==> src/rtl/uart_pkg.sv <==
`default_nettype none
// ============================================================================
// Module      : uart_pkg
// Description : Shared UART state encoding and constants for the tx/rx paths.
// Revision    : 1.0 - initial release
// ============================================================================
package uart_pkg;

    typedef enum logic [1:0] {
        IDLE  = 2'd0,
        START = 2'd1,
        DATA  = 2'd2,
        STOP  = 2'd3
    } uart_state_t;

    localparam int UART_DATA_BITS       = 8;
    localparam int UART_BAUD_115200_74M = 645;

endpackage
`default_nettype wire

==> src/rtl/sync_fifo.sv <==
`default_nettype none
// ============================================================================
// Module      : sync_fifo
// Description : Single-clock first-word-fall-through FIFO with occupancy count.
// Revision    : 1.0 - initial release
// ============================================================================
module sync_fifo #(
    parameter int WIDTH = 8,
    parameter int DEPTH = 16
) (
    input  logic                   clk,
    input  logic                   rst_n,
    input  logic                   push,
    input  logic [WIDTH-1:0]       din,
    input  logic                   pop,
    output logic [WIDTH-1:0]       dout,
    output logic [$clog2(DEPTH):0] level
);

    localparam int c_PTR_W = $clog2(DEPTH);
    localparam int c_LVL_W = c_PTR_W + 1;

    logic [WIDTH-1:0]   r_mem_q [DEPTH];
    logic [c_PTR_W-1:0] r_wr_ptr_q;
    logic [c_PTR_W-1:0] w_wr_ptr_d;
    logic [c_PTR_W-1:0] r_rd_ptr_q;
    logic [c_PTR_W-1:0] w_rd_ptr_d;
    logic [c_LVL_W-1:0] r_level_q;
    logic [c_LVL_W-1:0] w_level_d;

    // Callers gate push on not-full and pop on not-empty; DEPTH is a power
    // of two so the pointers wrap by plain overflow.
    always_comb begin
        w_wr_ptr_d = r_wr_ptr_q;
        w_rd_ptr_d = r_rd_ptr_q;
        w_level_d  = r_level_q;
        if (push) begin
            w_wr_ptr_d = r_wr_ptr_q + c_PTR_W'(1);
        end
        if (pop) begin
            w_rd_ptr_d = r_rd_ptr_q + c_PTR_W'(1);
        end
        case ({push, pop})
            2'b10:   w_level_d = r_level_q + c_LVL_W'(1);
            2'b01:   w_level_d = r_level_q - c_LVL_W'(1);
            default: w_level_d = r_level_q;
        endcase
    end

    always_ff @(posedge clk or negedge rst_n) begin
        if (!rst_n) begin
            r_wr_ptr_q <= '0;
            r_rd_ptr_q <= '0;
            r_level_q  <= '0;
        end else begin
            r_wr_ptr_q <= w_wr_ptr_d;
            r_rd_ptr_q <= w_rd_ptr_d;
            r_level_q  <= w_level_d;
        end
    end

    always_ff @(posedge clk) begin
        if (push) begin
            r_mem_q[r_wr_ptr_q] <= din;
        end
    end

    assign dout  = r_mem_q[r_rd_ptr_q];
    assign level = r_level_q;

endmodule
`default_nettype wire

==> src/rtl/uart_tx.sv <==
`default_nettype none
// ============================================================================
// Module      : uart_tx
// Description : Buffered 8N1 UART transmitter, frame start gated by CTS.
// Revision    : 1.0 - initial release
// ============================================================================
module uart_tx
    import uart_pkg::*;
#(
    parameter int BAUD_COUNT = UART_BAUD_115200_74M,
    parameter int DEPTH      = 16
) (
    input  logic                   clk,
    input  logic                   rst_n,
    input  logic [7:0]             data_in,
    input  logic                   valid_in,
    output logic                   ready_out,
    input  logic                   cts_n,
    output logic                   tx,
    output logic                   busy_out,
    output logic [$clog2(DEPTH):0] level_out
);

    localparam int c_LVL_W  = $clog2(DEPTH) + 1;
    localparam int c_BAUD_W = $clog2(BAUD_COUNT);
    localparam int c_BIT_W  = $clog2(UART_DATA_BITS);
    localparam logic [c_BAUD_W-1:0] c_BAUD_LAST = c_BAUD_W'(BAUD_COUNT - 1);
    localparam logic [c_BIT_W-1:0]  c_BIT_LAST  = c_BIT_W'(UART_DATA_BITS - 1);

    uart_state_t         r_state_q;
    uart_state_t         w_state_d;
    logic [c_BAUD_W-1:0] r_baud_q;
    logic [c_BAUD_W-1:0] w_baud_d;
    logic [c_BIT_W-1:0]  r_bit_q;
    logic [c_BIT_W-1:0]  w_bit_d;
    logic [7:0]          r_shift_q;
    logic [7:0]          w_shift_d;
    logic                r_tx_q;
    logic                w_tx_d;
    logic                r_cts_meta_q;
    logic                r_cts_sync_q;

    logic                w_push;
    logic                w_pop;
    logic [7:0]          w_fifo_dout;
    logic [c_LVL_W-1:0]  w_level;
    logic                w_can_start;
    logic                w_baud_last;

    assign ready_out   = (w_level != c_LVL_W'(DEPTH));
    assign w_push      = valid_in & ready_out;
    assign w_can_start = (w_level != '0) & ~r_cts_sync_q;
    assign w_baud_last = (r_baud_q == c_BAUD_LAST);

    sync_fifo #(
        .WIDTH (8),
        .DEPTH (DEPTH)
    ) u_fifo (
        .clk   (clk),
        .rst_n (rst_n),
        .push  (w_push),
        .din   (data_in),
        .pop   (w_pop),
        .dout  (w_fifo_dout),
        .level (w_level)
    );

    // Synchroniser resets to "not clear" so no frame starts before CTS is seen.
    always_ff @(posedge clk or negedge rst_n) begin
        if (!rst_n) begin
            r_cts_meta_q <= 1'b1;
            r_cts_sync_q <= 1'b1;
        end else begin
            r_cts_meta_q <= cts_n;
            r_cts_sync_q <= r_cts_meta_q;
        end
    end

    always_comb begin
        w_state_d = r_state_q;
        w_baud_d  = r_baud_q;
        w_bit_d   = r_bit_q;
        w_shift_d = r_shift_q;
        w_pop     = 1'b0;
        w_tx_d    = 1'b1;
        if (r_state_q != IDLE) begin
            w_baud_d = w_baud_last ? '0 : r_baud_q + c_BAUD_W'(1);
        end
        case (r_state_q)
            IDLE: begin
                w_baud_d = '0;
                w_bit_d  = '0;
                if (w_can_start) begin
                    w_pop     = 1'b1;
                    w_shift_d = w_fifo_dout;
                    w_state_d = START;
                end
            end
            START: begin
                w_tx_d = 1'b0;
                if (w_baud_last) begin
                    w_bit_d   = '0;
                    w_state_d = DATA;
                end
            end
            DATA: begin
                w_tx_d = r_shift_q[0];
                if (w_baud_last) begin
                    w_shift_d = {1'b0, r_shift_q[7:1]};
                    w_bit_d   = r_bit_q + c_BIT_W'(1);
                    if (r_bit_q == c_BIT_LAST) begin
                        w_state_d = STOP;
                    end
                end
            end
            STOP: begin
                if (w_baud_last) begin
                    if (w_can_start) begin
                        w_pop     = 1'b1;
                        w_shift_d = w_fifo_dout;
                        w_state_d = START;
                    end else begin
                        w_state_d = IDLE;
                    end
                end
            end
            default: w_state_d = IDLE;
        endcase
    end

    // The line level is registered from the current state, so it trails the
    // state register by one cycle while keeping every bit exactly BAUD_COUNT.
    always_ff @(posedge clk or negedge rst_n) begin
        if (!rst_n) begin
            r_state_q <= IDLE;
            r_baud_q  <= '0;
            r_bit_q   <= '0;
            r_shift_q <= '0;
            r_tx_q    <= 1'b1;
        end else begin
            r_state_q <= w_state_d;
            r_baud_q  <= w_baud_d;
            r_bit_q   <= w_bit_d;
            r_shift_q <= w_shift_d;
            r_tx_q    <= w_tx_d;
        end
    end

    assign tx        = r_tx_q;
    assign busy_out  = (r_state_q != IDLE);
    assign level_out = w_level;

endmodule
`default_nettype wire

==> config.mk <==
export PLATFORM = sky130hd
export DESIGN_NAME = uart_tx
export DESIGN_NICKNAME = d
export VERILOG_FILES = /design/src/rtl/uart_pkg.sv /design/src/rtl/sync_fifo.sv /design/src/rtl/uart_tx.sv
export SDC_FILE = /design/constraint.sdc
export NUM_CORES = 1
export LEC_CHECK = 0
export CELL_PAD_IN_SITES_DETAIL_PLACEMENT = 1
export CELL_PAD_IN_SITES_GLOBAL_PLACEMENT = 1
export CORE_ASPECT_RATIO = 1.1
export CORE_MARGIN = 2
export CORE_UTILIZATION = 37
export DETAILED_ROUTE_END_ITERATION = 8
export DONT_BUFFER_PORTS = 1
export GPL_TIMING_DRIVEN = 0
export PLACE_DENSITY = 0.54
export RECOVER_POWER = 50
export REMOVE_ABC_BUFFERS = 1
export SYNTH_ARGS = -nofsm -noshare
export SYNTH_HDL_FRONTEND = slang
export SYNTH_SLANG_ARGS = --single-unit
==> constraint.sdc <==
create_clock -name clk -period 3.2 [get_ports clk]
set_input_delay 0.96 -clock clk [delete_from_list [all_inputs] [get_ports clk]]
set_output_delay 0.96 -clock clk [all_outputs]
set_load 0.02 [all_outputs]
Yosys cells after proc, flatten, opt, wreduce, memory -nomap -nowiden
Memories as Yosys holds them, arrays and structs flattened.
Cells that the tools add are included.

word-level totals
  flip-flop bits (word level) = 39
  memory bits (writable) = 128
  input port bits = 12
  output and inout bits = 8
  logic and storage cells = 67
  memories kept = 1

operators by class
  add/subtract/negate cells = 6
  equal/unequal tests = 13
  mux-type cells = 24
  bitwise logic cells = 3
  reductions and logical operators = 10

memory list
  memory          depth  bits a word  rd ports  clocked after Yosys merged registers in  wr ports  RTL line         source
  u_fifo.r_mem_q  16     8            1         0                                        1         sync_fifo.sv:23  logic [WIDTH-1:0] r_mem_q [DEPTH];

operator list
  kind                                               count
  2-to-1 mux 10 bit                                  3
  2-to-1 mux 8 bit                                   3
  one-hot mux 8 bit (3 select lines)                 1
  adder 10 x 1 -> 10 bit (second input constant)     1
  == test 10 bit (second input constant)             1
  2-to-1 mux 2 bit                                   5
  != test 2 bit (second input constant)              5
  one-hot mux 5 bit (2 select lines)                 1
  one-hot mux 3 bit (3 select lines)                 1
  adder 4 x 1 -> 4 bit (second input constant)       2
  one-hot mux 2 bit (4 select lines)                 1
  == test 2 bit (second input constant)              3
  2-to-1 mux 3 bit                                   2
  AND reduction 3 bit                                2
  nonzero test 2 bit                                 3
  nonzero test 3 bit                                 2
  adder 5 x 1 -> 5 bit (second input constant)       1
  2-to-1 mux 1 bit                                   5
  != test 5 bit (second input constant)              1
  AND reduction 5 bit                                1
  nonzero test 5 bit                                 1
  subtractor 5 x 1 -> 5 bit (second input constant)  1
  == test 2 x 1 -> 1 bit (second input constant)     2
  one-hot mux 1 bit (2 select lines)                 2
  5 further kinds                                    6

Longest topological paths before layout
  word-level depth = 7
  mapped depth = 13
  depth with buffers taken out = 13

Modules after synthesis
A second synthesis with hierarchy kept.

unflattened totals
  cells, all modules = 416
  area total of the unflattened synthesis = 7184.4 µm²

modules (own cells, without submodules)
  module     instances  cells each  area an instance (µm²)  seq. area each (µm²)
  sync_fifo  1          288         5754.3                  4169.0
  uart_tx    1          128         1430.1                  654.4

Worst setup path before layout
No wires, ideal clock.

  path kind = flip-flop to flip-flop
  from = register u_fifo.r_level_q[1], in the netlist u_fifo.level[1]
  to = register u_fifo.r_level_q[4], in the netlist u_fifo.level[4]
  setup time = 80 ps
  arrival time = 2796 ps
  required time = 3120 ps
  slack = 324 ps
  stages on the path, launching flop included = 14
  path buffers = 1
  clock period less this slack = 2876 ps
  cell sequence = dfrtp_1 nor4_1 nand2_1 and2_1 clkbuf_1 inv_1 ha_1 inv_1 fa_1 nor2b_1 o21ai_0 and3_1 nor3_1 xnor2_1

on the way
  elaborated cells between the ends (all ways) = 13
  those cells by class = add/sub (2); eq/ne (3); mux (4); bitwise (2); reduce/logical (2)

RTL lines
  what                                                                             RTL line         source
  start: declaration                                                               sync_fifo.sv:28  logic [c_LVL_W-1:0] r_level_q;
  start signal: assignment                                                         sync_fifo.sv:58  r_level_q <= w_level_d;
  != test 5 bit (*)                                                                uart_tx.sv:50    assign ready_out = (w_level != c_LVL_W'(DEPTH));
  named net ready_out                                                              uart_tx.sv:17    output logic ready_out,
  AND 1 bit (*)                                                                    uart_tx.sv:51    assign w_push = valid_in & ready_out;
  == test 2 x 1 -> 1 bit / == test 2 bit (equally long branches)                   sync_fifo.sv:43  case ({push, pop})
  one-hot mux 5 bit (2 select lines) / nonzero test 2 bit (equally long branches)  --

Mark *: on every way through the listed nets, which the timed path passes. The rest lies on a longest branch.
A chain may end at the register's enable or synchronous reset.

Worst setup path after layout
Ends and elaborated chain as after synthesis.

==> flow_metrics.env <==
export IMPL_status="completed"
export IMPL_ys_ff_latch=167
export IMPL_cts_tree="done"
export IMPL_skew_ns=0.0103
export IMPL_wl_microns=14300
export IMPL_cts_buffers=17
export IMPL_rsz0062_at_grt="no"
export IMPL_dpl_hpwl_microns=9300
export IMPL_power_internal_w=0.00372
export IMPL_finalCriticalPeriod_ns=3.01
export IMPL_cts_buffer_depth=2
export IMPL_p_per_area_mw_per_mm2=642
export IMPL_numPlacedInstances=646
export IMPL_clkSinkCount=167
export IMPL_swShare_pct=25.6
export IMPL_initial_core_util_pct=38.0
export IMPL_max_clock_freq_mhz=332
export IMPL_clk_pin_slew_ns=0.06
export IMPL_power_leakage_nw=2.74
export IMPL_numPortBuffers=0
export IMPL_critPathMaxFanout=9
export IMPL_synth_ff_type="edfxtp_1"
export IMPL_gp_congestion=0.711
export IMPL_critPathMostFrequentCell="inv_1"
export IMPL_ys_seq_area_share_pct=68.4
export IMPL_arrival_ns=3.35
export IMPL_antenna_found_initial=0
export IMPL_ios=20
export IMPL_synth_edf_count=128
export IMPL_path_delay_family="simple AND/OR/NAND/NOR gates"
export IMPL_regArea_sq_mm=0.00483
export IMPL_critPathMaxStageDelay_ns=0.52
export IMPL_setup_viol=0
export IMPL_hold_viol=0
export IMPL_crit_required_ns=3.53
export IMPL_power_frac_clock_pct=36.4
export IMPL_cap_violations=0
export IMPL_syn_area_sq_mm=0.00705
export IMPL_ys_types=47
export IMPL_yosys_warnings=0
export IMPL_instances_no_fill=679
export IMPL_cts_htree_levels=4
export IMPL_coreArea_sq_mm=0.0185
export IMPL_path_class="reg2reg"
export IMPL_grtUsageTotal_pct=15.4
export IMPL_finalMaxSlewViolations=0
export IMPL_rows=52
export IMPL_nFillCells=1825
export IMPL_cp_cell_sequence="nor4_4 > nand2_2 > and2_2 > inv_1 > ha_2 > inv_1 > fa_1 > nor2b_1 > o21ai_0 > and3_1 > nor3_1 > xnor2_1"
export IMPL_end_kind="register"
export IMPL_grt_pass1_wl_microns=22300
export IMPL_drt_iter0_drc=197
export IMPL_grt_max_degree=40
export IMPL_slew_headroom_pct=17.4
export IMPL_worst_pin_slew_ns=1.23
export IMPL_finalPower_w=0.00501
export IMPL_drive_gt1_share_pct=17.2
export IMPL_critPathBufInv=2
export IMPL_drc_errors=0
export IMPL_netlist_instances=418
export IMPL_grt_pass1_vias=3824
export IMPL_postRouteAntennaNets=0
export IMPL_globalRouteOverflowTotal=0
export IMPL_cts_root_buffer="clkbuf_16"
export IMPL_antenna_cells=0
export IMPL_viasPerCell=5.17
export IMPL_crit_slowest_cell="dfrtp_1"
export IMPL_fp_dieW_microns=136
export IMPL_pwr_share_seq_pct=54.5
export IMPL_ir_worst_vdd_uv=400
export IMPL_switchingPower_w=0.00128
export IMPL_dr_pass1_iters=4
export IMPL_crit_path_start_kind="register"
export IMPL_min_path_type="in2async"
export IMPL_p_comb_share_pct=9.1
export IMPL_clk_latency_ns=0.42
export IMPL_avgSynthCellArea_sq_um=16.9
export IMPL_vias=3512
export IMPL_die_area_sq_mm=0.0202
export IMPL_async_flop_share_pct=23.4
export IMPL_die_h_microns=149
export IMPL_fin_nets=455
export IMPL_wl_per_cell_microns=21.0
export IMPL_period_share_pct=94.2
export IMPL_multi_input_area_sq_mm=0.00206
export IMPL_area_delta_synth_final_pct=10.7
==> power groups by stage <==
stage          Combinational, W  Clock (W)  Sequential, W
3_5_place_dp           0.000448          0        0.00276
6_report               0.000454    0.00182        0.00273
4_1_cts                0.000456    0.00188        0.00272
3_3_place_gp           0.000426          0        0.00275
5_1_grt                0.000516    0.00197        0.00276
2_1_floorplan          0.000325          0        0.00272
==> path summary, 6_finish.rpt <==
| path | from | slack (ns) | cells past startpoint | to |
|---|---|---|---|---|
| setup reg to reg | u_fifo.level[1]$_DFFE_PN0P_ | 0.19 | 12 | u_fifo.level[4]$_DFFE_PN0P_ |
| hold / removal | rst_n | 0.24 | 0 | u_fifo.level[1]$_DFFE_PN0P_ |
| max in group asynchronous | rst_n | 2.79 | 0 | tx$_DFF_PN1_ |
| setup / recovery | u_fifo.level[1]$_DFFE_PN0P_ | 0.19 | 12 | u_fifo.level[4]$_DFFE_PN0P_ |
| min in group clk | r_cts_meta_q$_DFF_PN1_ | 0.37 | 0 | r_cts_sync_q$_DFF_PN1_ |
| hold reg to reg | r_cts_meta_q$_DFF_PN1_ | 0.37 | 0 | r_cts_sync_q$_DFF_PN1_ |
==> layout by cell type (no fill, tap or decap), drive strengths merged, types with 7 or more instances in the layout <==
| cell type | Yosys | layout |
|---|---|---|
| a21oi | 27 | 27 |
| a22oi | 18 | 18 |
| clkbuf | 7 | 17 |
| clkinv | 0 | 10 |
| dfrtp | 36 | 36 |
| edfxtp | 128 | 128 |
| ha | 19 | 19 |
| inv | 15 | 19 |
| mux4 | 32 | 32 |
| nand2 | 19 | 19 |
| nor2 | 31 | 31 |
| nor3 | 7 | 7 |
| o21ai | 10 | 10 |
| xnor2 | 12 | 12 |
==> what timing repair did <==
action                     4_1_cts  5_1_grt
gates cloned                     0        0
setup buffers                    1        0
gates resized for setup          3        3
setup endpoints to repair        1        1
pin swaps                        1        0
hold buffers                     0        0
==> registers in the layout, summed over array words and instances, names as in the netlist <==
name	count
u_fifo.r_mem_q	128
r_shift_q	8
r_state_q	2
u_fifo.level	5
r_cts_meta_q	1
u_fifo.r_rd_ptr_q	4
r_bit_q	3
u_fifo.r_wr_ptr_q	4
tx	1
r_baud_q	10
r_cts_sync_q	1
==> logic make-up (layout without fill, tap and decap cells) <==
logic type / Yosys count / after routing / share of synthesized area, %
AO/OA/AOI/OAI: 62 / 62 / 5.59
adder cells (fa/ha/maj): 20 / 20 / 3.66
buffers and inverters: 33 / 51 / 2.96
multiplexers: 34 / 34 / 11.1
XOR/XNOR: 18 / 18 / 2.24
flip-flops: 167 / 167 / 68.4
AND/OR/NAND/NOR: 84 / 84 / 6.03
==> final cells by class <==
type	instances	share of cell area (%)
Clock buffer	17	5.45
Clock inverter	15	1.30
Inverter	15	0.721
Multi-Input combinational cell	218	26.3
Sequential cell	167	61.8
Tap cell	243	3.89
Timing Repair Buffer	4	0.481
==> cell usage after synthesis (all sizes together) (5+ instances only) <==
| library cell | n | area, sq um |
|---|---|---|
| buf | 9 | 73.8 |
| ha | 19 | 238 |
| clkbuf | 7 | 50.1 |
| xor2 | 6 | 52.6 |
| mux4 | 32 | 762 |
| a21oi | 27 | 135 |
| inv | 15 | 56.3 |
| nand2 | 19 | 71.3 |
| o21ai | 10 | 50.1 |
| dfrtp | 36 | 901 |
| nor3 | 7 | 40.0 |
| xnor2 | 12 | 105 |
| and3 | 5 | 31.3 |
| nor2 | 31 | 116 |
| a22oi | 18 | 135 |
| edfxtp | 128 | 3840 |
==> per-layer routing <==
layer  vias up  global-route usage (%)  part of all wire (%)
met5         -                       0                     0
li1       1620                       -                     -
met1      1843                    19.9                    44
met4         0                    5.63                   1.3
met3        13                    2.96                   2.2
met2        36                    26.0                    52
==> through the flow <==
stage | setup slack, ns | TNS, ns | utilization (%) | hold slack, ns | area [sq um]
2_1_floorplan | 0.413 | 0 | - | 0.345 | 6900
3_3_place_gp | -0.295 | -2.10 | 38.8 | 0.351 | 7200
3_5_place_dp | -0.113 | -0.113 | 39.0 | 0.352 | 7240
4_1_cts | 0.0421 | 0 | 42.0 | 0.216 | 7780
5_1_grt | 0.00145 | 0 | 42.1 | 0.211 | 7810
6_report | 0.186 | 0 | 42.1 | 0.235 | 7810
No activity file was read; power rests on OpenSTA's default activity.
